<file path="config.mk">
export PLATFORM = sky130hd
export DESIGN_NAME = ro_icache
export DESIGN_NICKNAME = d
export VERILOG_FILES = /design/src/rtl/rocache_pkg.sv /design/src/rtl/ro_icache_sat_counter.sv /design/src/rtl/ro_icache.sv
export SDC_FILE = /design/constraint.sdc
export NUM_CORES = 1
export LEC_CHECK = 0
export CAP_MARGIN = 20
export CORE_UTILIZATION = 45
export DETAILED_ROUTE_END_ITERATION = 8
export DONT_BUFFER_PORTS = 1
export SLEW_MARGIN = 20
export SYNTH_ARGS = -nofsm -noshare
export SYNTH_HDL_FRONTEND = slang
export SYNTH_HIERARCHICAL = 1
export SYNTH_SLANG_ARGS = --single-unit
</file>
<file path="constraint.sdc">
create_clock -name Clk -period 10.99 [get_ports Clk]
set_clock_uncertainty 0.2 [all_clocks]
set_input_delay 2.198 -clock Clk [delete_from_list [all_inputs] [get_ports Clk]]
set_output_delay 2.198 -clock Clk [all_outputs]
set_load 0.05 [all_outputs]
</file>
<file path="src/rtl/rocache_pkg.sv">
// rtl/rocache_pkg.sv - shared types and helpers for the read-only instruction cache
// Purpose: FSM state type, default geometry, address-split width helpers and
//          the line-base helper shared by ro_icache and its sub-module.
// Ports:   none (package)
package rocache_pkg;

   typedef enum logic [1:0] {
      IDLE  = 2'd0,
      FETCH = 2'd1,
      FILL  = 2'd2
   } state_t;

   localparam int DEF_WORD_SIZE = 32;
   localparam int DEF_LINES     = 8;
   localparam int DEF_CNT_W     = 16;

   // Widest word address line_base() accepts; callers cast in and out.
   localparam int MAX_W = 64;

   // Line index width: one line per LINES entry.
   function automatic int idx_w(input int lines);
      return $clog2(lines);
   endfunction

   // Tag width: whatever remains after the index and the word-in-line bit.
   function automatic int tag_w(input int word_size, input int lines);
      return word_size - $clog2(lines) - 1;
   endfunction

   // Base word address of the 2-word line holding addr.
   function automatic logic [MAX_W-1:0] line_base(input logic [MAX_W-1:0] addr);
      return addr & ~MAX_W'(1);
   endfunction

endpackage

</file>
<file path="src/rtl/ro_icache_sat_counter.sv">
// rtl/ro_icache_sat_counter.sv - saturating event counter
// Purpose: counts cycles with inc=1, sticking at all-ones instead of wrapping.
// Ports:   Clk   rising-edge clock
//          Rst   synchronous active-high reset, clears count
//          inc   count this cycle
//          count current value
module sat_counter #(
   parameter int CNT_W = 16
) (
   input  logic             Clk,
   input  logic             Rst,
   input  logic             inc,
   output logic [CNT_W-1:0] count
);

   always_ff @(posedge Clk) begin
      if (Rst) begin
         count <= '0;
      end else if (inc && (count != {CNT_W{1'b1}})) begin
         count <= count + CNT_W'(1);
      end
   end

endmodule

</file>
<file path="src/rtl/ro_icache.sv">
// rtl/ro_icache.sv - direct-mapped read-only instruction cache in front of ROMEM
// Purpose: hits return a word combinationally; a miss stalls fetch, pulls one
//          2-word line from ROMEM, fills it and lets fetch look up again.
// Ports:   Clk, Rst        clock, synchronous active-high reset
//          if_req/if_addr  fetch request and word address
//          if_data         fetched word (valid when if_req=1 and if_stall=0)
//          if_stall        fetch must hold and wait
//          flush           invalidate all lines
//          mem_address     line base word address sent to ROMEM
//          mem_enable      ROMEM enable
//          mem_data_ready  ROMEM data-ready
//          mem_data        ROMEM line: upper half = word base+1, lower = word base
//          hit_cnt         saturating count of hit cycles
//          miss_cnt        saturating count of misses
module ro_icache
   import rocache_pkg::*;
#(
   parameter int WORD_SIZE = DEF_WORD_SIZE,
   parameter int LINES     = DEF_LINES,
   parameter int CNT_W     = DEF_CNT_W
) (
   input  logic                   Clk,
   input  logic                   Rst,
   input  logic                   if_req,
   input  logic [WORD_SIZE-1:0]   if_addr,
   output logic [WORD_SIZE-1:0]   if_data,
   output logic                   if_stall,
   input  logic                   flush,
   output logic [WORD_SIZE-1:0]   mem_address,
   output logic                   mem_enable,
   input  logic                   mem_data_ready,
   input  logic [2*WORD_SIZE-1:0] mem_data,
   output logic [CNT_W-1:0]       hit_cnt,
   output logic [CNT_W-1:0]       miss_cnt
);

   localparam int IDX_W = idx_w(LINES);
   localparam int TAG_W = tag_w(WORD_SIZE, LINES);

   state_t state, state_nx;

   logic [LINES-1:0]       valid;
   logic [TAG_W-1:0]       tag_mem  [LINES];
   logic [2*WORD_SIZE-1:0] data_mem [LINES];
   logic                   stale;

   logic                   req_off;
   logic [IDX_W-1:0]       req_idx;
   logic [TAG_W-1:0]       req_tag;
   logic [IDX_W-1:0]       fill_idx;
   logic [TAG_W-1:0]       fill_tag;
   logic [WORD_SIZE-1:0]   req_base;
   logic [2*WORD_SIZE-1:0] rd_line;
   logic                   hit;
   logic                   miss;
   logic                   hit_inc;
   logic                   miss_inc;
   logic                   fill_write;

   assign req_off  = if_addr[0];
   assign req_idx  = if_addr[IDX_W:1];
   assign req_tag  = if_addr[WORD_SIZE-1:IDX_W+1];
   assign req_base = WORD_SIZE'(line_base(MAX_W'(if_addr)));

   // The refill target comes from the latched line address, so fetch may
   // wander during the miss without corrupting the fill.
   assign fill_idx = mem_address[IDX_W:1];
   assign fill_tag = mem_address[WORD_SIZE-1:IDX_W+1];

   assign rd_line    = data_mem[req_idx];
   assign hit        = (state == IDLE) && if_req && valid[req_idx] && (tag_mem[req_idx] == req_tag);
   assign miss       = (state == IDLE) && if_req && !hit;
   assign fill_write = (state == FETCH) && mem_data_ready;

   // Registered-state decode only, so the ROMEM enable never glitches.
   assign mem_enable = (state == FETCH);

   always_comb begin
      state_nx = state;
      if_stall = 1'b0;
      if_data  = '0;
      hit_inc  = 1'b0;
      miss_inc = 1'b0;
      case (state)
         IDLE: begin
            if (hit) begin
               if_data = req_off ? rd_line[2*WORD_SIZE-1:WORD_SIZE] : rd_line[WORD_SIZE-1:0];
               hit_inc = 1'b1;
            end else if (miss) begin
               if_stall = 1'b1;
               miss_inc = 1'b1;
               state_nx = FETCH;
            end
         end
         FETCH: begin
            if_stall = 1'b1;
            if (mem_data_ready) begin
               state_nx = FILL;
            end
         end
         FILL: begin
            // One enable-low cycle lets ROMEM drop its count and data-ready.
            if_stall = 1'b1;
            state_nx = IDLE;
         end
         default: begin
            state_nx = IDLE;
         end
      endcase
      if (Rst) begin
         if_stall = 1'b0;
         if_data  = '0;
      end
   end

   always_ff @(posedge Clk) begin
      if (Rst) begin
         state       <= IDLE;
         valid       <= '0;
         stale       <= 1'b0;
         mem_address <= '0;
      end else begin
         state <= state_nx;
         if (miss) begin
            mem_address <= req_base;
         end
         // A flush while a refill is in flight marks that refill as stale so
         // it lands without becoming visible; FILL always returns to IDLE.
         if (state == FILL) begin
            stale <= 1'b0;
         end else if (flush && (state == FETCH)) begin
            stale <= 1'b1;
         end
         if (flush) begin
            valid <= '0;
         end else if (fill_write && !stale) begin
            valid[fill_idx] <= 1'b1;
         end
      end
   end

   always_ff @(posedge Clk) begin
      if (!Rst && fill_write) begin
         data_mem[fill_idx] <= mem_data;
         tag_mem[fill_idx]  <= fill_tag;
      end
   end

   sat_counter #(.CNT_W(CNT_W)) u_hit_cnt (
      .Clk   (Clk),
      .Rst   (Rst),
      .inc   (hit_inc),
      .count (hit_cnt)
   );

   sat_counter #(.CNT_W(CNT_W)) u_miss_cnt (
      .Clk   (Clk),
      .Rst   (Rst),
      .inc   (miss_inc),
      .count (miss_cnt)
   );

endmodule

</file>
== After elaboration in Yosys (flattened, before gate mapping) ==
Memory sizes are Yosys's and may differ from the RTL's.
Index checks and enable logic that the tools add are counted.

* $add $sub $neg: 2
* $lt $le $gt $ge: 3
* Equality and inequality tests: 8
* Multiplexer cells: 21
* Bitwise gates (word level): 1
* Reductions and logical operators: 19

{| class="wikitable"
|+ Operators with widths
! cell !! count
|-
| 32-bit two-way mux || 4
|-
| 16-bit by 1-bit adder with 16-bit output (second input constant) || 2
|-
| 16-bit inequality test (second input constant) || 2
|-
| 28-bit equality test || 1
|-
| 1-bit logical AND || 11
|-
| 1-bit two-way mux || 10
|-
| 3-bit by 4-bit less-than comparator with 1-bit output (second input constant) || 2
|-
| 8-bit OR || 1
|-
| 2-bit two-way mux || 3
|-
| 2-bit OR reduction || 3
|-
| 2-bit inequality test (second input constant) || 2
|-
| 2-bit one-hot mux with 2 select lines || 1
|-
| 1-bit binary-select mux with 3-bit select || 1
|-
| 1-bit demux with 3-bit select || 1
|-
| 3-bit by 1-bit >= comparator with 1-bit output (second input constant) || 1
|-
| 1-bit logical NOT || 3
|-
| 3-bit AND reduction || 1
|-
| 2-bit by 1-bit equality test with 1-bit output (second input constant) || 1
|-
| 2-bit equality test (second input constant) || 1
|-
| 2-bit logical NOT || 1
|-
| 2-bit by 1-bit inequality test with 1-bit output (second input constant) || 1
|-
| 1-bit one-hot mux with 2 select lines || 1
|}

* Bits in registers: 74
* Memory bits (writable): 736
* Output and inout bits: 98
* Logic and storage cells: 62
* Memories: 2

{| class="wikitable"
|+ Memories
! name !! words !! bits a word !! rd ports !! clocked after memory_dff !! wr ports !! RTL line !! source
|-
| data_mem || 8 || 64 || 1 || 0 || 1 || ro_icache.sv:44 || <nowiki>logic [2*WORD_SIZE-1:0] data_mem [LINES];</nowiki>
|-
| tag_mem || 8 || 28 || 1 || 0 || 1 || ro_icache.sv:43 || <nowiki>logic [TAG_W-1:0] tag_mem [LINES];</nowiki>
|}

== Depth between registers and ports, before layout ==
* Depth in word-level cells: 10
* Gate-level depth with buffers: 16
* Mapped depth without buffers: 11

== Hierarchy ==
The synthesis kept the hierarchy.

{| class="wikitable"
|+ Modules (own cells, without submodules)
! module !! times used !! cells each !! area an instance (sq um)
|-
| ro_icache || 1 || 1399 || 30244.0
|-
| sat_counter || 2 || 99 || 848.3
|}

== Worst setup path before layout ==
Ideal clock, no wire load.

* Kind: input port to flip-flop
* From: input port Rst
* To: memory data_mem[0][0] in the netlist's numbering (enable)
* Arrival time: 9.150 ns
* Required time: 10.135 ns
* Path slack: 0.985 ns
* Stages: 4
* Buffers on the path: 2
* Path through: clkbuf_1 > clkbuf_1 > or3_1 > nor3_1

* Word-level cells in the longest chain between the ends: 4

{| class="wikitable"
|+ Ends and longest elaborated chain
! what !! RTL line !! source
|-
| from (decl) || ro_icache.sv:23 || <nowiki>input logic Rst,</nowiki>
|-
| 1-bit logical NOT || ro_icache.sv:143 || <nowiki>if (!Rst && fill_write) begin</nowiki>
|-
| 1-bit logical AND || ro_icache.sv:143 ||
|-
| 1-bit two-way mux || ro_icache.sv:143 ||
|-
| 1-bit two-way mux (not written as such) || ro_icache.sv:144 || <nowiki>data_mem[fill_idx] <= mem_data;</nowiki>
|-
| to (decl) || ro_icache.sv:44 ||
|}

No other way between the ends.

== Worst setup path in the final report ==
* From: input port if_addr[2]
* To: output port if_data[13]

* Word-level cells in the longest chain between the ends: 7
* Elaborated cells on any way between the ends: 11

{| class="wikitable"
|+ Ends and longest elaborated chain
! what !! RTL line !! source
|-
| from (decl) || ro_icache.sv:25 || <nowiki>input logic [WORD_SIZE-1:0] if_addr,</nowiki>
|-
| parallel branches: the longest is 4 deep, another holds memory 8 x 28 bit || n/a ||
|-
| 32-bit two-way mux * || ro_icache.sv:86 || <nowiki>if (hit) begin</nowiki>
|-
| 32-bit two-way mux * || ro_icache.sv:84 || <nowiki>case (state)</nowiki>
|-
| 32-bit two-way mux * || ro_icache.sv:110 || <nowiki>if (Rst) begin</nowiki>
|-
| to (decl) || ro_icache.sv:26 || <nowiki>output logic [WORD_SIZE-1:0] if_data,</nowiki>
|}

Every way passes the cells marked *. The select of a mux whose other input is x is not followed.

==> flow_summary.ini <==
[clocking]
clk_pin_slew_ps = 50
root_buffer = clkbuf_16
cts_sinks = 810
clk_latency_ps = 630
cts_buffers = 84
htree_levels = 3
cts_setup_buffers = 0
cts_hold_buf = 0
cts_tree = done
cts_resized = 0
cts_max_path_buffers = 3

[drt]
wl_per_cell_microns = 25.3
viasPerCell = 5.72
dr.pass1.iters = 5
drc = 0
vias = 15036
detail-route-antenna-nets = 0
drt_iter0_drc = 1019
drt-total-wl_mm = 66.5

[finish]
final_area_sq_um = 35500
drive_above_1_share = 0.211
area_growth_pct = 11.3
fin_cells = 2630
antenna_cells = 0
nNetsFinal = 1729

[grt]
grt_pass1_wl_mm = 98.7
antenna_found_initial = 1
grt-ovfl-total = 0
grt.total_usage = 0.187
grt_pass1_vias = 15707
grt_max_degree = 172

[floorplan]
dieArea_sq_um = 72000
row_count = 97
fp.dieH_microns = 268
start_util = 0.455
core_sq_um = 70100
fp.dieW_microns = 268
ios = 199

[timing]
rsz0062_at_grt = false
tns_ps = 0
max_slew_margin = 0.280
worst_slack_ps = 2630
fin_crit_ps = 8360
period_share = 0.760
setup_violations = 0
timing.fmax_mhz = 120
slew_violations = 0
final_hold_viol_count = 0
worstMarginPinSlew_ps = 1080

[run]
max-cap-violations = 0

[logic_synthesis]
ys_types = 52
yosys.cell_count.top_type = edfxtp_1
synth_ff_type = edfxtp_1
syn_area_per_cell_sq_um = 20.0
synth_edf_count = 736
syn-cell-area_sq_um = 31900
synth_area_leaders = edfxtp_1 69%, mux4_2 13%, dfxtp_1 4.6%
ys_seq_area_frac = 0.738
yosys-top-cells-count = 736 x edfxtp_1, 190 x mux4_2, 100 x mux2i_1
async_flop_share = 0
yosys_warnings = 6
ys_ff_latch = 810
syn-instance-count = 1597
synth_top_area_cell = edfxtp_1
syn_nets = 1705
synth_top_area_frac = 0.692

[power]
power_mw = 6.67
p_leak_nw = 11.3
p_per_area_nw_per_um2 = 188
peakVddDrop_mv = 0.102

[placed_design]
post-place-ws_ps = 2580
dpl_cell_area_sq_um = 32900
globalplace.congestion = 0.779
dp_hpwl_mm = 35.1
place_inst = 2475
numPortBuffers = 0

[critical_path]
crit_buf_inv = 0
critical_path_class = in2out
crit_top_cell = nand4_1
cp-start-kind = input port
crit_arrival_ps = 5960
crit_chain = mux4_2 > mux2i_1 > xor2_1 > nand4_1 > nor4_1 > nand4_1 > or2_2 > nor2b_1
reg2reg_setup_slack_ps = 6220
cp.required_ps = 8590
slowest_stage = nor2b_1
end_kind = output pin
crit_fanout = 169
crit_family = simple AND/OR/NAND/NOR gates
max_stage_delay_ps = 970

[worst_hold_path]
hold_class = reg2reg

[run_status]
outcome = finished, final reports clean
## final timing paths
check	start	endpoint	cells past startpoint
hold reg to reg	valid[7]	valid[7]	2
setup reg to reg	state[1]	data_mem[1][20]	7
setup / recovery	if_addr[2]	if_data[13]	8
hold / removal	valid[7]	valid[7]	2
## routing by layer
layer | share of wire | global-route usage | vias up | wire length (microns)
met5 | 0.00020 | 0.00135 | - | 13
met4 | 0.023 | 0.0590 | 2 | 1560
met3 | 0.069 | 0.0487 | 102 | 4560
met2 | 0.49 | 0.306 | 362 | 32400
met1 | 0.42 | 0.245 | 7989 | 28000
li1 | - | - | 6581 | -
## cell usage in the layout (no fill, tap or decap), types with 14 or more instances in the layout
master,netlist,layout
mux2i_1,100,100
clkinv_2,0,21
clkinv_1,0,16
mux4_2,190,190
clkbuf_16,0,86
nor2_1,34,28
a22oi_1,18,18
buf_4,5,21
edfxtp_1,736,736
nand2_1,23,23
a21oi_1,35,35
nor2b_1,42,42
dfxtp_1,74,74
nand2b_1,71,71
or4_1,14,14
xor2_1,15,15
clkbuf_1,38,18
## tightest hold or removal path: cells and delay by family (launching register included)
kind,cells,cell delay (ps)
and+or+nand+nor,1,70
DFF,1,330
AOI/OAI and AO/OA,1,40
## logic make-up (layout without fill, tap and decap cells)
logic type               after synthesis  after routing  share of synthesized area
XOR/XNOR                              22             22                    0.00603
other                                  1              1                   0.000117
flip-flops                           810            810                      0.738
buffers and inverters                 94            187                     0.0145
AO/OA/AOI/OAI                         99             99                     0.0202
multiplexers                         296            296                      0.167
adder cells (fa/ha/maj)                7              7                    0.00274
AND/OR/NAND/NOR                      268            268                     0.0507
## registers in the layout, summed over array words and instances, names as in the netlist
signal,flops
tag_mem,224
stale,1
valid,8
data_mem,512
u_miss_cnt/count,16
mem_address,31
u_hit_cnt/count,16
state,2
## power by group
part | switching [mW] | internal, mW | total [mW]
sequential | 0.157 | 3.48 | 3.64
clock | 1.15 | 1.56 | 2.71
combinational | 0.164 | 0.160 | 0.324
total | 1.47 | 5.20 | 6.67
## area by class of cell
cell class	count	area, sq um
inverter	11	41.3
sequential	810	23600
tap	940	1180
timing repair buffer	21	158
fill	5676	34600
multi-input combinational	693	7950
clock buffer	108	2270
clock inverter	47	359
## through the flow
stage,hold WS (ps),util
after floorplan,231,-
after global placement,244,0.469
after detailed placement,266,0.469
after CTS,279,0.507
after global routing,300,0.507
final,275,0.507
Power figures use the tool's default switching activity.
